==> src/rtl/pipe_stall_ctrl.sv <==
// pipe_stall_ctrl: stall/flush scheduler for the 5-stage pipeline.
// Merges hazard, cache, divider, branch and exception sources into stage controls.
module pipe_stall_ctrl #(
  parameter int DIV_CYCLES = 36,
  parameter int CNT_W      = 6
) (
  input  logic clk,
  input  logic rst,
  input  logic DH_LoadUse,
  input  logic I_Busy,
  input  logic D_Busy,
  input  logic EXE_IsDiv,
  input  logic EXE_BranchTaken,
  input  logic MEM_ExcValid,
  output logic PC_Wr,
  output logic ID_Wr,
  output logic EXE_Wr,
  output logic MEM_Wr,
  output logic WB_Wr,
  output logic ID_Flush,
  output logic EXE_Flush,
  output logic MEM_Flush,
  output logic WB_Flush,
  output logic PC_Redirect,
  output logic Div_Busy,
  output logic Div_Done,
  output logic Div_Abort
);

  typedef enum logic [1:0] {
    S_RUN,
    S_DIV_WAIT,
    S_EXC_DRAIN,
    S_EXC_REDIRECT
  } state_t;

  localparam logic [CNT_W-1:0] LP_DIV_LOAD = CNT_W'(DIV_CYCLES - 1);
  localparam logic [CNT_W-1:0] LP_ONE      = CNT_W'(1);
  localparam logic [CNT_W-1:0] LP_ZERO     = '0;

  state_t           r_state;
  state_t           w_state_nxt;
  logic [CNT_W-1:0] r_cnt;
  logic [CNT_W-1:0] w_cnt_nxt;
  logic             r_br_pend;
  logic             w_br_pend_nxt;

  logic w_any_busy;
  logic w_br_req;
  logic w_div_last;

  logic w_pc_wr, w_id_wr, w_exe_wr, w_mem_wr, w_wb_wr;
  logic w_id_fl, w_exe_fl, w_mem_fl, w_wb_fl;
  logic w_redir, w_div_busy, w_div_done, w_div_abort;

  assign w_any_busy = I_Busy | D_Busy;
  assign w_br_req   = EXE_BranchTaken | (r_br_pend & ~I_Busy);
  // Last divide cycle once the remaining count reaches one; a D-cache
  // stall on that cycle parks the count at zero until MEM can advance.
  assign w_div_last = (r_cnt <= LP_ONE);

  // Next-state and per-stage control decode from state plus inputs
  always_comb begin
    w_state_nxt   = r_state;
    w_cnt_nxt     = r_cnt;
    w_br_pend_nxt = r_br_pend;
    w_pc_wr       = 1'b1;
    w_id_wr       = 1'b1;
    w_exe_wr      = 1'b1;
    w_mem_wr      = 1'b1;
    w_wb_wr       = 1'b1;
    w_id_fl       = 1'b0;
    w_exe_fl      = 1'b0;
    w_mem_fl      = 1'b0;
    w_wb_fl       = 1'b0;
    w_redir       = 1'b0;
    w_div_busy    = 1'b0;
    w_div_done    = 1'b0;
    w_div_abort   = 1'b0;
    unique case (r_state)
      S_RUN: begin
        if (MEM_ExcValid) begin
          w_pc_wr     = 1'b0;
          w_id_fl     = 1'b1;
          w_exe_fl    = 1'b1;
          w_mem_fl    = 1'b1;
          w_wb_fl     = 1'b1;
          w_state_nxt = w_any_busy ? S_EXC_DRAIN : S_EXC_REDIRECT;
        end else if (D_Busy) begin
          w_pc_wr  = 1'b0;
          w_id_wr  = 1'b0;
          w_exe_wr = 1'b0;
          w_mem_wr = 1'b0;
          w_wb_fl  = 1'b1;
        end else if (EXE_IsDiv) begin
          w_cnt_nxt   = LP_DIV_LOAD;
          w_div_busy  = 1'b1;
          w_pc_wr     = 1'b0;
          w_id_wr     = 1'b0;
          w_exe_wr    = 1'b0;
          w_mem_fl    = 1'b1;
          w_state_nxt = S_DIV_WAIT;
        end else if (I_Busy) begin
          w_pc_wr = 1'b0;
          w_id_fl = 1'b1;
          if (EXE_BranchTaken) begin
            w_br_pend_nxt = 1'b1;
          end
        end else begin
          if (DH_LoadUse) begin
            w_pc_wr  = 1'b0;
            w_id_wr  = 1'b0;
            w_exe_fl = 1'b1;
          end
          if (w_br_req) begin
            w_id_fl       = 1'b1;
            w_br_pend_nxt = 1'b0;
          end
        end
      end
      S_DIV_WAIT: begin
        if (MEM_ExcValid) begin
          w_div_abort = 1'b1;
          w_cnt_nxt   = LP_ZERO;
          w_pc_wr     = 1'b0;
          w_id_fl     = 1'b1;
          w_exe_fl    = 1'b1;
          w_mem_fl    = 1'b1;
          w_wb_fl     = 1'b1;
          w_state_nxt = w_any_busy ? S_EXC_DRAIN : S_EXC_REDIRECT;
        end else if (w_div_last && !D_Busy) begin
          // Divide leaves EXE; the whole front end advances with it
          w_div_busy  = 1'b1;
          w_div_done  = 1'b1;
          w_cnt_nxt   = LP_ZERO;
          w_state_nxt = S_RUN;
        end else begin
          w_div_busy = 1'b1;
          w_pc_wr    = 1'b0;
          w_id_wr    = 1'b0;
          w_exe_wr   = 1'b0;
          w_mem_fl   = 1'b1;
          if (D_Busy) begin
            w_mem_wr = 1'b0;
            w_wb_fl  = 1'b1;
          end
          w_cnt_nxt = (r_cnt == LP_ZERO) ? LP_ZERO : r_cnt - LP_ONE;
        end
      end
      S_EXC_DRAIN: begin
        w_pc_wr  = 1'b0;
        w_id_wr  = 1'b0;
        w_exe_wr = 1'b0;
        w_mem_wr = 1'b0;
        w_wb_wr  = 1'b0;
        w_id_fl  = 1'b1;
        w_exe_fl = 1'b1;
        w_mem_fl = 1'b1;
        w_wb_fl  = 1'b1;
        if (!w_any_busy) begin
          w_state_nxt = S_EXC_REDIRECT;
        end
      end
      S_EXC_REDIRECT: begin
        w_redir       = 1'b1;
        w_id_fl       = 1'b1;
        w_exe_fl      = 1'b1;
        w_br_pend_nxt = 1'b0;
        w_state_nxt   = S_RUN;
      end
      default: begin
        w_state_nxt = S_RUN;
      end
    endcase
  end

  // State, divide counter and pending-branch registers
  always_ff @(posedge clk or posedge rst) begin
    if (rst) begin
      r_state   <= S_RUN;
      r_cnt     <= LP_ZERO;
      r_br_pend <= 1'b0;
    end else begin
      r_state   <= w_state_nxt;
      r_cnt     <= w_cnt_nxt;
      r_br_pend <= w_br_pend_nxt;
    end
  end

  // Reset freezes every stage register and loads bubbles, without a clock
  assign PC_Wr       = ~rst & w_pc_wr;
  assign ID_Wr       = ~rst & w_id_wr;
  assign EXE_Wr      = ~rst & w_exe_wr;
  assign MEM_Wr      = ~rst & w_mem_wr;
  assign WB_Wr       = ~rst & w_wb_wr;
  assign ID_Flush    =  rst | w_id_fl;
  assign EXE_Flush   =  rst | w_exe_fl;
  assign MEM_Flush   =  rst | w_mem_fl;
  assign WB_Flush    =  rst | w_wb_fl;
  assign PC_Redirect = ~rst & w_redir;
  assign Div_Busy    = ~rst & w_div_busy;
  assign Div_Done    = ~rst & w_div_done;
  assign Div_Abort   = ~rst & w_div_abort;

endmodule
==> config.mk <==
export PLATFORM = sky130hd
export DESIGN_NAME = pipe_stall_ctrl
export DESIGN_NICKNAME = d
export VERILOG_FILES = /design/src/rtl/pipe_stall_ctrl.sv
export SDC_FILE = /design/constraint.sdc
export NUM_CORES = 1
export LEC_CHECK = 0
export BUFFER_PORTS_ARGS = -buffer_cell sky130_fd_sc_hd__buf_4
export CAP_MARGIN = 20
export CORE_MARGIN = 2
export CORE_UTILIZATION = 50
export CTS_CLUSTER_SIZE = 12
export DETAILED_ROUTE_END_ITERATION = 8
export GPL_ROUTABILITY_DRIVEN = 1
export GPL_TIMING_DRIVEN = 0
export HOLD_SLACK_MARGIN = 0.05
export PLACE_DENSITY = 0.77
export SKIP_CTS_REPAIR_TIMING = 1
export SLEW_MARGIN = 20
export SYNTH_ARGS = -nofsm -noshare
export SYNTH_HDL_FRONTEND = slang
export SYNTH_SLANG_ARGS = --single-unit
==> constraint.sdc <==
create_clock -name clk -period 2.6 [get_ports clk]
set_input_delay 0 -clock clk [delete_from_list [all_inputs] [get_ports clk]]
set_output_delay 0 -clock clk [all_outputs]
set_load 0.05 [all_outputs]
==> impl_metrics.tcl <==
set metrics [dict create \
    status "finished, final reports clean" \
    placedCellCount 128 \
    core_um2 1330 \
    drtIter0Drc 24 \
    clock_latency_ps 270 \
    clk_path_buf_depth 2 \
    min_path_cells 4 \
    slew_headroom_pct 70.2 \
    r2r-end "r_cnt[2]" \
    path_buf_inv 1 \
    start_kind "flip-flop" \
    mostFrequentLayoutCell "buf_4" \
    ys_async_sr_fraction_pct 100 \
    synth_area_leaders "dfrtp_1 (31%), o21ai_0 (6.1%), ha_1 (5.1%), inv_1 (5.1%), a21oi_1 (4.1%)" \
    r2r-start "r_state[0]" \
    synth_cells 95 \
    tritoncts "yes" \
    antenna_found_initial 0 \
    start_util_pct 55.3 \
    wl_mm 1.83 \
    synthDominantCellAreaShare_pct 30.6 \
    crit_chain "or4_4, or2_4, or3_1, a31o_1, buf_4" \
    place_congestion 0.882 \
    ys_ff_latch 9 \
    synthFlopType "dfrtp_1" \
    design_area_um2 933 \
    dr.pass1.iters 4 \
    dieHeight_um 42.4 \
    period_share_pct 86.5 \
    wl_per_cell_um 13.7 \
    ys_seq_area_share_pct 30.6 \
    whs_endpoint "r_state[0]" \
    cts_root_buf "clkbuf_4" \
    die-area_um2 1800 \
    n_antenna_cell 0 \
    slew_violations 0 \
    max_slew.worst_pin.slew_ps 447 \
    r2r_cells 5 \
    ys_warn_count 0 \
    viasPerCell 5.98 \
    finClkSkew_ps 4.68 \
    crit_family "simple AND/OR/NAND/NOR gates" \
    worstSetupPathType "reg2out" \
    cp_max_fo 5 \
    synth_edf_count 0 \
    grt_pass1_vias 680 \
    io_pins 21 \
    cts_max_level 1 \
    die_w_um 42.4 \
    fin_nets 130 \
    numCtsBuffers 3 \
    antenna_left 0 \
    port_buffers 18 \
    mostFrequentLayoutCells "buf_4 (18), inv_1 (10), o21ai_0 (9), dfrtp_1 (9), nor2_1 (8)" \
    rows 13 \
    cp-end-kind "output port" \
    utilization_pct 70.0 \
    setup_tns_ps 0 \
    crit_required_ps 2600 \
    max_freq_mhz 444 \
    cp_data_arrival_time_ps 2250 \
    synth_top_area_cell "dfrtp_1" \
    hold_path.class "in2reg" \
    dpl_cell_area_um2 897 \
    vias 796 \
    syn-num-nets 106 \
    grt_pass1_wl_mm 2.90 \
    worstHoldStart "MEM_ExcValid" \
    hold_viol_final 0 \
    final_layout_size_suffix_gt1_share_pct 22.9 \
    grt_max_degree 11 \
    slowest_stage "or4_4" \
    p_per_area_nw_per_um2 1050 \
    area_growth_syn_to_layout_pct 26.7 \
    rrSetupSlack_ps 770 \
    setup_viol 0 \
    synth.distinct_cells 38 \
    ir_drop_v 0.000587 \
    dp_hpwl_mm 1.38 \
    grt_util_all_layers_pct 21.4 \
    power_leakage_nw 0.408 \
    rsz0062_at_grt "false" \
    syn_avg_cell_area_um2 7.76 \
    maxCapViolations 0 \
    cts.sinks 9 \
    syn_area_um2 737 \
    drc 0 \
    worst_path_largest_cell_delay_ps 540 \
    grt_overflow 0 \
    post-route-min-period_ps 2250 \
    stdcell_count 133 \
    clkTransAtPathRegs_ps 60 \
]
routing by layer:
metal,track usage (%),vias up,routed length (µm)
li1,-,393,-
met1,27.4,379,858
met2,34.5,22,840
met3,8.19,2,118
met4,3.75,0,9
met5,0,-,0
cell usage after synthesis, drive strengths merged, types with 2 or more instances:
cell / n
nor3: 4
inv: 10
nor2: 8
clkbuf: 5
ha: 3
nand2: 7
a21oi: 6
a22oi: 2
o21ai: 9
nor4: 2
o21a: 3
nor2b: 2
dfrtp: 9
or4: 2
worst min-delay path: stages:
cell and delay, ps:
buf_4 90, nor3b_1 50, nand2_1 70, o21ai_0 100
registers in the layout, summed over array words and instances (netlist names):
register,count
r_cnt,6
r_br_pend,1
r_state,2
layout make-up:
type / count / area, µm²
multi-input cells: 71 / 462
plain buffers: 5 / 18.8
inverters: 10 / 37.5
repair buffers: 19 / 145
well taps: 15 / 18.8
clock buffers: 4 / 26.3
flip-flops and latches: 9 / 225
fillers: 109 / 400
where the power goes:
part | switching, mW | leakage [nW] | internal [mW]
combinational | 0.398 | 0.283 | 0.222
sequential | 0.0541 | 0.111 | 0.200
clock | 0.0510 | 0.0150 | 0.0593
worst max-delay path by stage:
stage	from	endpoint	slack [ps]	depth (start not counted)
3_3_place_gp	r_cnt[5]	MEM_Flush	660	5
3_5_place_dp	r_cnt[2]	PC_Wr	640	5
2_1_floorplan	r_state[0]	MEM_Wr	130	4
5_1_grt	r_cnt[2]	PC_Wr	260	5
4_1_cts	r_cnt[2]	PC_Wr	340	5
6_report	r_cnt[2]	MEM_Flush	350	5
metrics by stage:
stage / setup slack [ps] / power (mW) / hold slack (ps)
after floorplan: 132 / 0.715 / 33.5
after global placement: 658 / 0.853 / 131
after detailed placement: 640 / 0.870 / 144
after CTS: 343 / 0.982 / -142
after global routing: 263 / 1.05 / 115
final: 350 / 0.984 / 95.4
kinds of logic after synthesis:
| logic type | Yosys count | synth area share, % |
|---|---|---|
| AO/OA/AOI/OAI | 33 | 29.9 |
| AND/OR/NAND/NOR | 33 | 24.3 |
| buffers and inverters | 15 | 7.64 |
| flip-flops | 9 | 30.6 |
| adder cells (fa/ha/maj) | 3 | 5.09 |
| XOR/XNOR | 1 | 1.19 |
| multiplexers | 1 | 1.36 |
Note: power is estimated with default switching activity, not from simulation.
